<file path="src/rtl/gray_pointer_receiver.sv">
// Receive side of a Gray-coded pointer crossing: synchronizes the foreign pointer,
// decodes it to binary, reports advances/distance and flags illegal multi-bit steps.
module gray_pointer_receiver #(
  parameter int ADDR_LEN    = 4,
  parameter int SYNC_STAGES = 2
) (
  input  logic                clk,
  input  logic                reset,
  input  logic [ADDR_LEN-1:0] gray_in,
  input  logic                err_clear,
  output logic [ADDR_LEN-1:0] bin_out,
  output logic [ADDR_LEN-1:0] gray_sync,
  output logic                valid,
  output logic                advance,
  output logic [ADDR_LEN-1:0] delta,
  output logic                err
);

  localparam int CNT_W = $clog2(SYNC_STAGES + 1);

  typedef enum logic [0:0] {
    FILL  = 1'b0,
    TRACK = 1'b1
  } state_t;

  function automatic logic [ADDR_LEN-1:0] gray_to_bin(input logic [ADDR_LEN-1:0] g);
    logic [ADDR_LEN-1:0] b;
    b[ADDR_LEN-1] = g[ADDR_LEN-1];
    for (int i = ADDR_LEN - 2; i >= 0; i--) begin
      b[i] = b[i+1] ^ g[i];
    end
    return b;
  endfunction

  function automatic logic multi_bit_change(input logic [ADDR_LEN-1:0] d);
    int cnt;
    cnt = 0;
    for (int i = 0; i < ADDR_LEN; i++) begin
      cnt = cnt + {31'b0, d[i]};
    end
    return (cnt > 32'sd1);
  endfunction

  logic [ADDR_LEN-1:0] sync_r [SYNC_STAGES];
  state_t              state_r, state_next_s;
  logic [CNT_W-1:0]    fill_cnt_r, fill_cnt_next_s;
  logic [ADDR_LEN-1:0] gray_prev_r, gray_prev_next_s;
  logic [ADDR_LEN-1:0] bin_next_s, delta_next_s, bin_dec_s;
  logic                advance_next_s, valid_next_s, err_set_s, err_next_s;

  assign gray_sync = sync_r[SYNC_STAGES-1];
  assign bin_dec_s = gray_to_bin(gray_sync);

  // Synchronizer chain for the asynchronous Gray pointer.
  always_ff @(posedge clk) begin
    if (reset) begin
      for (int k = 0; k < SYNC_STAGES; k++) begin
        sync_r[k] <= {ADDR_LEN{1'b0}};
      end
    end else begin
      sync_r[0] <= gray_in;
      for (int k = 1; k < SYNC_STAGES; k++) begin
        sync_r[k] <= sync_r[k-1];
      end
    end
  end

  // Next-state and next-output logic for FILL/TRACK.
  always_comb begin
    state_next_s     = state_r;
    fill_cnt_next_s  = fill_cnt_r;
    gray_prev_next_s = gray_prev_r;
    bin_next_s       = bin_out;
    valid_next_s     = valid;
    advance_next_s   = 1'b0;
    delta_next_s     = {ADDR_LEN{1'b0}};
    err_set_s        = 1'b0;
    case (state_r)
      FILL: begin
        bin_next_s       = bin_dec_s;
        gray_prev_next_s = gray_sync;
        if (fill_cnt_r == CNT_W'(SYNC_STAGES)) begin
          state_next_s = TRACK;
          valid_next_s = 1'b1;
        end else begin
          state_next_s    = FILL;
          fill_cnt_next_s = fill_cnt_r + {{(CNT_W-1){1'b0}}, 1'b1};
        end
      end
      TRACK: begin
        if (gray_sync != gray_prev_r) begin
          bin_next_s       = bin_dec_s;
          gray_prev_next_s = gray_sync;
          advance_next_s   = 1'b1;
          delta_next_s     = bin_dec_s - bin_out;
          err_set_s        = multi_bit_change(gray_sync ^ gray_prev_r);
        end else begin
          advance_next_s = 1'b0;
        end
      end
      default: begin
        state_next_s = FILL;
      end
    endcase
    // A fresh error outranks a simultaneous clear request.
    if (err_set_s) begin
      err_next_s = 1'b1;
    end else if (err_clear) begin
      err_next_s = 1'b0;
    end else begin
      err_next_s = err;
    end
  end

  // State register and registered outputs.
  always_ff @(posedge clk) begin
    if (reset) begin
      state_r     <= FILL;
      fill_cnt_r  <= {CNT_W{1'b0}};
      gray_prev_r <= {ADDR_LEN{1'b0}};
      bin_out     <= {ADDR_LEN{1'b0}};
      valid       <= 1'b0;
      advance     <= 1'b0;
      delta       <= {ADDR_LEN{1'b0}};
      err         <= 1'b0;
    end else begin
      state_r     <= state_next_s;
      fill_cnt_r  <= fill_cnt_next_s;
      gray_prev_r <= gray_prev_next_s;
      bin_out     <= bin_next_s;
      valid       <= valid_next_s;
      advance     <= advance_next_s;
      delta       <= delta_next_s;
      err         <= err_next_s;
    end
  end

endmodule

</file>
<file path="config.mk">
export PLATFORM = sky130hd
export DESIGN_NAME = gray_pointer_receiver
export DESIGN_NICKNAME = d
export VERILOG_FILES = /design/src/rtl/gray_pointer_receiver.sv
export SDC_FILE = /design/constraint.sdc
export NUM_CORES = 1
export LEC_CHECK = 0
export ABC_AREA = 1
export ABC_CLOCK_PERIOD_IN_PS = 2900
export CORE_ASPECT_RATIO = 0.8
export CORE_MARGIN = 2
export CORE_UTILIZATION = 35
export DETAILED_ROUTE_END_ITERATION = 10
export GPL_TIMING_DRIVEN = 0
export SLEW_MARGIN = 20
export SYNTH_ARGS = -nofsm -noshare
export SYNTH_HDL_FRONTEND = slang
export SYNTH_SLANG_ARGS = --single-unit
</file>
<file path="constraint.sdc">
create_clock -name clk -period 2.9 [get_ports clk]
set_clock_uncertainty 0.05 [all_clocks]
set_input_delay 0.58 -clock clk [delete_from_list [all_inputs] [get_ports clk]]
set_output_delay 0.58 -clock clk [all_outputs]
set_load 0.1 [all_outputs]
</file>
* Word-level counts from Yosys, hierarchy flattened
Memory sizes are Yosys's and may differ from the RTL's. Cells that the tools add are included.
Storage, ports and cells: bits in registers 18, bits in latches 0, bits in writable memories 8, memory bits (read-only) 0, bits of input ports 7, output and inout port bits 15, logic and storage cells 48, memories 1
Cells by class: $add $sub $neg 5, $mul 0, divide/modulo/power cells 0, $lt $le $gt $ge 1, equality and inequality tests 3, shift-type cells 0, mux-type cells 16, bitwise logic cells 9, reduce and logical (&&, ||, !) cells 5
Memories:
- sync_r | depth 2, width 4, rd ports 2, clocked after Yosys merged registers in 0, write ports 2, RTL line 44 | logic [ADDR_LEN-1:0] sync_r [SYNC_STAGES];
Operator list (number):
- 4-bit two-way mux | 4
- 4-bit one-hot mux with 2 select lines | 2
- 1-bit two-way mux | 10
- 3-bit by 1-bit adder with 4-bit output | 1
- 4-bit by 1-bit greater-than comparator with 1-bit output (second input constant) | 1
- 4-bit != test | 1
- 2-bit AND reduction | 2
- 4-bit subtractor | 1
- 4-bit XOR | 1
- 2-bit by 1-bit adder with 3-bit output | 1
- 1-bit NOT | 3
- 3-bit OR reduction | 1
- 1-bit XOR | 3
- 1-bit by 1-bit adder with 2-bit output | 1
- 2-bit by 1-bit adder with 2-bit output (second input constant) | 1
- 2-bit == test (second input constant) | 1
- 2-bit by 1-bit != test with 1-bit output (second input constant) | 1
- 1-bit bitwise OR | 2
- 2-bit nonzero test | 1
- 2-bit OR reduction | 1

* Depth between registers and ports, before layout
word-level depth 8, depth in mapped cells 11

* Worst setup path after synthesis
No wires, ideal clock.
path kind register to register, start reg bin_out[2], end reg delta[3], library setup time 0.070 ns, arrival 1.795 ns, required time 2.780 ns, slack 0.985 ns, cell stages (with the launch flop) 6, path buffers 0, cells stage by stage dfxtp_1 > inv_1 > ha_1 > a21oi_1 > nand3_1 > a21oi_1
Between the ends: longest elaborated chain between the ends 1
RTL lines:
- start: declaration | RTL line 11 | output logic [ADDR_LEN-1:0] bin_out,
- start signal: assignment | RTL line 121 | bin_out <= {ADDR_LEN{1'b0}};
- start signal: assignment | RTL line 130 | bin_out <= bin_next_s;
- 4-bit subtractor | RTL line 95 | delta_next_s = bin_dec_s - bin_out;
- end signal: assignment | RTL line 124 | delta <= {ADDR_LEN{1'b0}};
- end signal: assignment | RTL line 133 | delta <= delta_next_s;
- end: declaration | RTL line 15 | output logic [ADDR_LEN-1:0] delta,
No other way between the ends. A chain may end at the register's enable or synchronous reset.

==> metrics <==
Num Clock Sinks=25; fraction of layout cells with a size suffix above 1=between 10% and 20%; share of power burned in registers=about two fifths; postcts setup bufs=0; CTS tree=yes; combinational power share=a little under two fifths; CP Data Required Time=2270 ps; Starting Density=37.5%; R2R setup slack=~1000 ps; status=completed; Hold Path Depth=2; Multi-input gate area=around 540 µm²; Global Route met2 Usage=between 20% and 30%; Pint=between 0.0005 and 0.0006 W; die area=slightly below 0.004 mm²; clock root buffer=clkbuf_8; vias in the first global route=around 900; Overflow after GRT=0; WL/cell=~10 µm; Hold Path End=sync_r[0][5]; reg2reg end=delta[2]; crit path time final=approximately 2600 ps; Synth Warn #=0; Seq/Total Area, Yosys=between 40% and 50%; H-tree levels=1; Die H=around 56 µm; Post-layout nets=185; post-route cell area=roughly 0.0015 mm²; largest net degree at the start of global routing=15; ANT nets after route=0; crit-path cells=buf_4 > clkdlybuf4s50_1; final core area utilization=47.3%; slew margin rel.=a little over a third; switching share of power=between 30% and 40%; Chip Width=about 69 µm; Worst Max-Slew Pin Slew=approximately 970 ps; CP max-delay cell=clkdlybuf4s50_1; hold_sp=sync_r[0][1]; peak supply drop=between 0.4 and 0.5 mV; endpoints failing setup=0; register area=between 500 and 600 µm²; Critical R2R Launch=sync_r[0][7]; vias per cell=between 4 and 5; Pwr Density=between 600 and 700 mW/mm²; Crit Path Class=reg2out; Cells after Synth=about 150; Worst Path Buf+Inv=2; CP delay by family, top=buffers and inverters; RSZ-0062 raised after global routing=no; Clock Pin Slew Worst Setup and Hold Paths=around 80 ps; Clock Power Share=roughly 20%; hold_buf cts=0; GR Util met1=between 10 and 15%; R2R depth=9; area of the mapped netlist=0.00118 mm²; Ant. Diodes=0; synth unique cells=22; Slowest Stage Delay on Critical Path=between 1000 and 1500 ps; busiest grt layer=met2; FF+latch count, synth=25; CP Launch Type=flip-flop; max-slew violations=0; Net Count, Synth=159; final worst-path cycle share=90.6%; fmax=approximately 380 MHz; Core Area=roughly 0.0032 mm²; Area Overhead vs Synth=25.9%; average cell area after synthesis=8.16 µm²; RePlAce Congestion=~0.83; CP arrival=approximately 2000 ps; Final Hold Violating Endpoints=0; worst-skew pair later-pin latency=between 200 and 300 ps; HPWL after detailed placement=~1.7 mm; gr usage total=roughly 12%; Iteration-0 DRC Markers=36; CP max FO=6; fill count=about 320; Final TNS setup=0 ps; leakage=approximately 0.65 nW; TritonRoute pass-1 iters=4; Max Buffers Root-to-Sink=2; port bufs=21; DR vias=a little over 900; first-pass GRT wire length=roughly 3.8 mm; met3 Use GR=under 10%; DP Area=0.00144 mm²; io pins=22; number of remaining DRC errors=0; HP Class=reg2reg; CTS Buf Count=3; Site Rows=18; Post-Route WL=about 2.1 mm; antenna violations before repair=0; switching pwr=~0.00038 W; max-cap viol count=0; Setup crit end kind=output port; post_cts resized=0
-- tightest hold or removal path: cells and delay by family, from the launching register on --
family	cells	cell delay (ps)
buffers and inverters	1	40
flip-flops	1	300
AND/OR/NAND/NOR	1	30
-- per-layer routing --
| layer | share of wire (%) | vias up |
|---|---|---|
| li1 | - | 487 |
| met1 | 46 | 409 |
| met2 | 49 | 21 |
| met3 | 4.6 | 2 |
| met4 | 0.61 | 0 |
| met5 | 0 | - |
-- kinds of logic (layout without fill, tap and decap cells) --
group,after synthesis,in the layout,synth area share (%)
flops,25,25,42.3
fa+ha+maj,7,7,8.67
xor+xnor,4,4,2.96
compound gates,6,6,2.54
simple gates,70,70,31.4
buf+inv,33,58,12.2
-- through the flow --
stage                     total power [W]  instances  hold slack, ps  setup slack [ps]
after floorplan                  0.000702        145             338               985
after global placement           0.000769        206             339               569
after detailed placement         0.000781        206             343               544
after CTS                        0.000984        210             356               248
after global routing              0.00103        210             376               196
final                            0.000969        210             354               272
-- synthesized netlist by cell type (all sizes together) --
master,n,area share [%]
xor2,2,1.5
nand3b,2,1.3
inv,26,8.2
a21oi,4,1.7
xnor2,2,1.5
nand2,25,11
nor2,29,10
nand3,9,6.3
fa,2,3.4
clkbuf,1,0.32
o21ai,2,0.85
dfxtp,25,42
nand4,5,2.6
ha,5,5.3
buf,6,3.6
-- how the worst max path moves through the flow --
| stage | cells past startpoint | startpoint | to | slack (ps) |
|---|---|---|---|---|
| CTS | 2 | sync_r[0][5] | gray_sync[1] | 250 |
| global placement | 2 | sync_r[0][5] | gray_sync[1] | 570 |
| global route | 2 | sync_r[0][7] | gray_sync[3] | 200 |
| finish | 2 | sync_r[0][5] | gray_sync[1] | 270 |
| detailed placement | 2 | sync_r[0][7] | gray_sync[3] | 540 |
| floorplan | 5 | bin_out[2] | delta[3] | 990 |
-- state kept, by name, summed over array words and instances (netlist names) --
signal       flops
valid            1
state_r          1
sync_r           8
gray_prev_r      3
delta            4
fill_cnt_r       2
err              1
bin_out          4
advance          1
-- final cells by class --
type                       instances  area share, %
buffer                             7           3.11
clock buffer                       3           2.77
clock inverter                     1          0.336
inverter                          26           6.55
multi-input combinational         87           36.2
sequential                        25           33.6
tap                               40           3.36
timing repair buffer              21           14.1
-- placed cells by master, fill, tap and decap left out, types with 2 or more instances in the layout --
cell type and instances:
buf_4 5, clkdlybuf4s50_1 21, nand3_4 2, nand2_1 18, inv_2 3, nand4_1 5
clkbuf_8 3, inv_1 23, a21oi_1 4, dfxtp_1 25, nand2_2 4, nor2_1 27
xor2_1 2, o21ai_0 2, nand3b_1 2, nand2_4 3, xnor2_1 2, ha_1 5
nand3_1 6, nor2_4 2, fa_1 2
-- power by group through the flow --
| stage | Clock, W | Combinational, W | Sequential, W |
|---|---|---|---|
| after floorplan | 0 | 0.000189 | 0.000512 |
| after global placement | 0 | 0.000361 | 0.000408 |
| after detailed placement | 0 | 0.000369 | 0.000412 |
| after CTS | 0.000210 | 0.000371 | 0.000404 |
| after global routing | 0.000228 | 0.000399 | 0.000408 |
| final | 0.000199 | 0.000368 | 0.000402 |
Power figures use the tool's default switching activity.
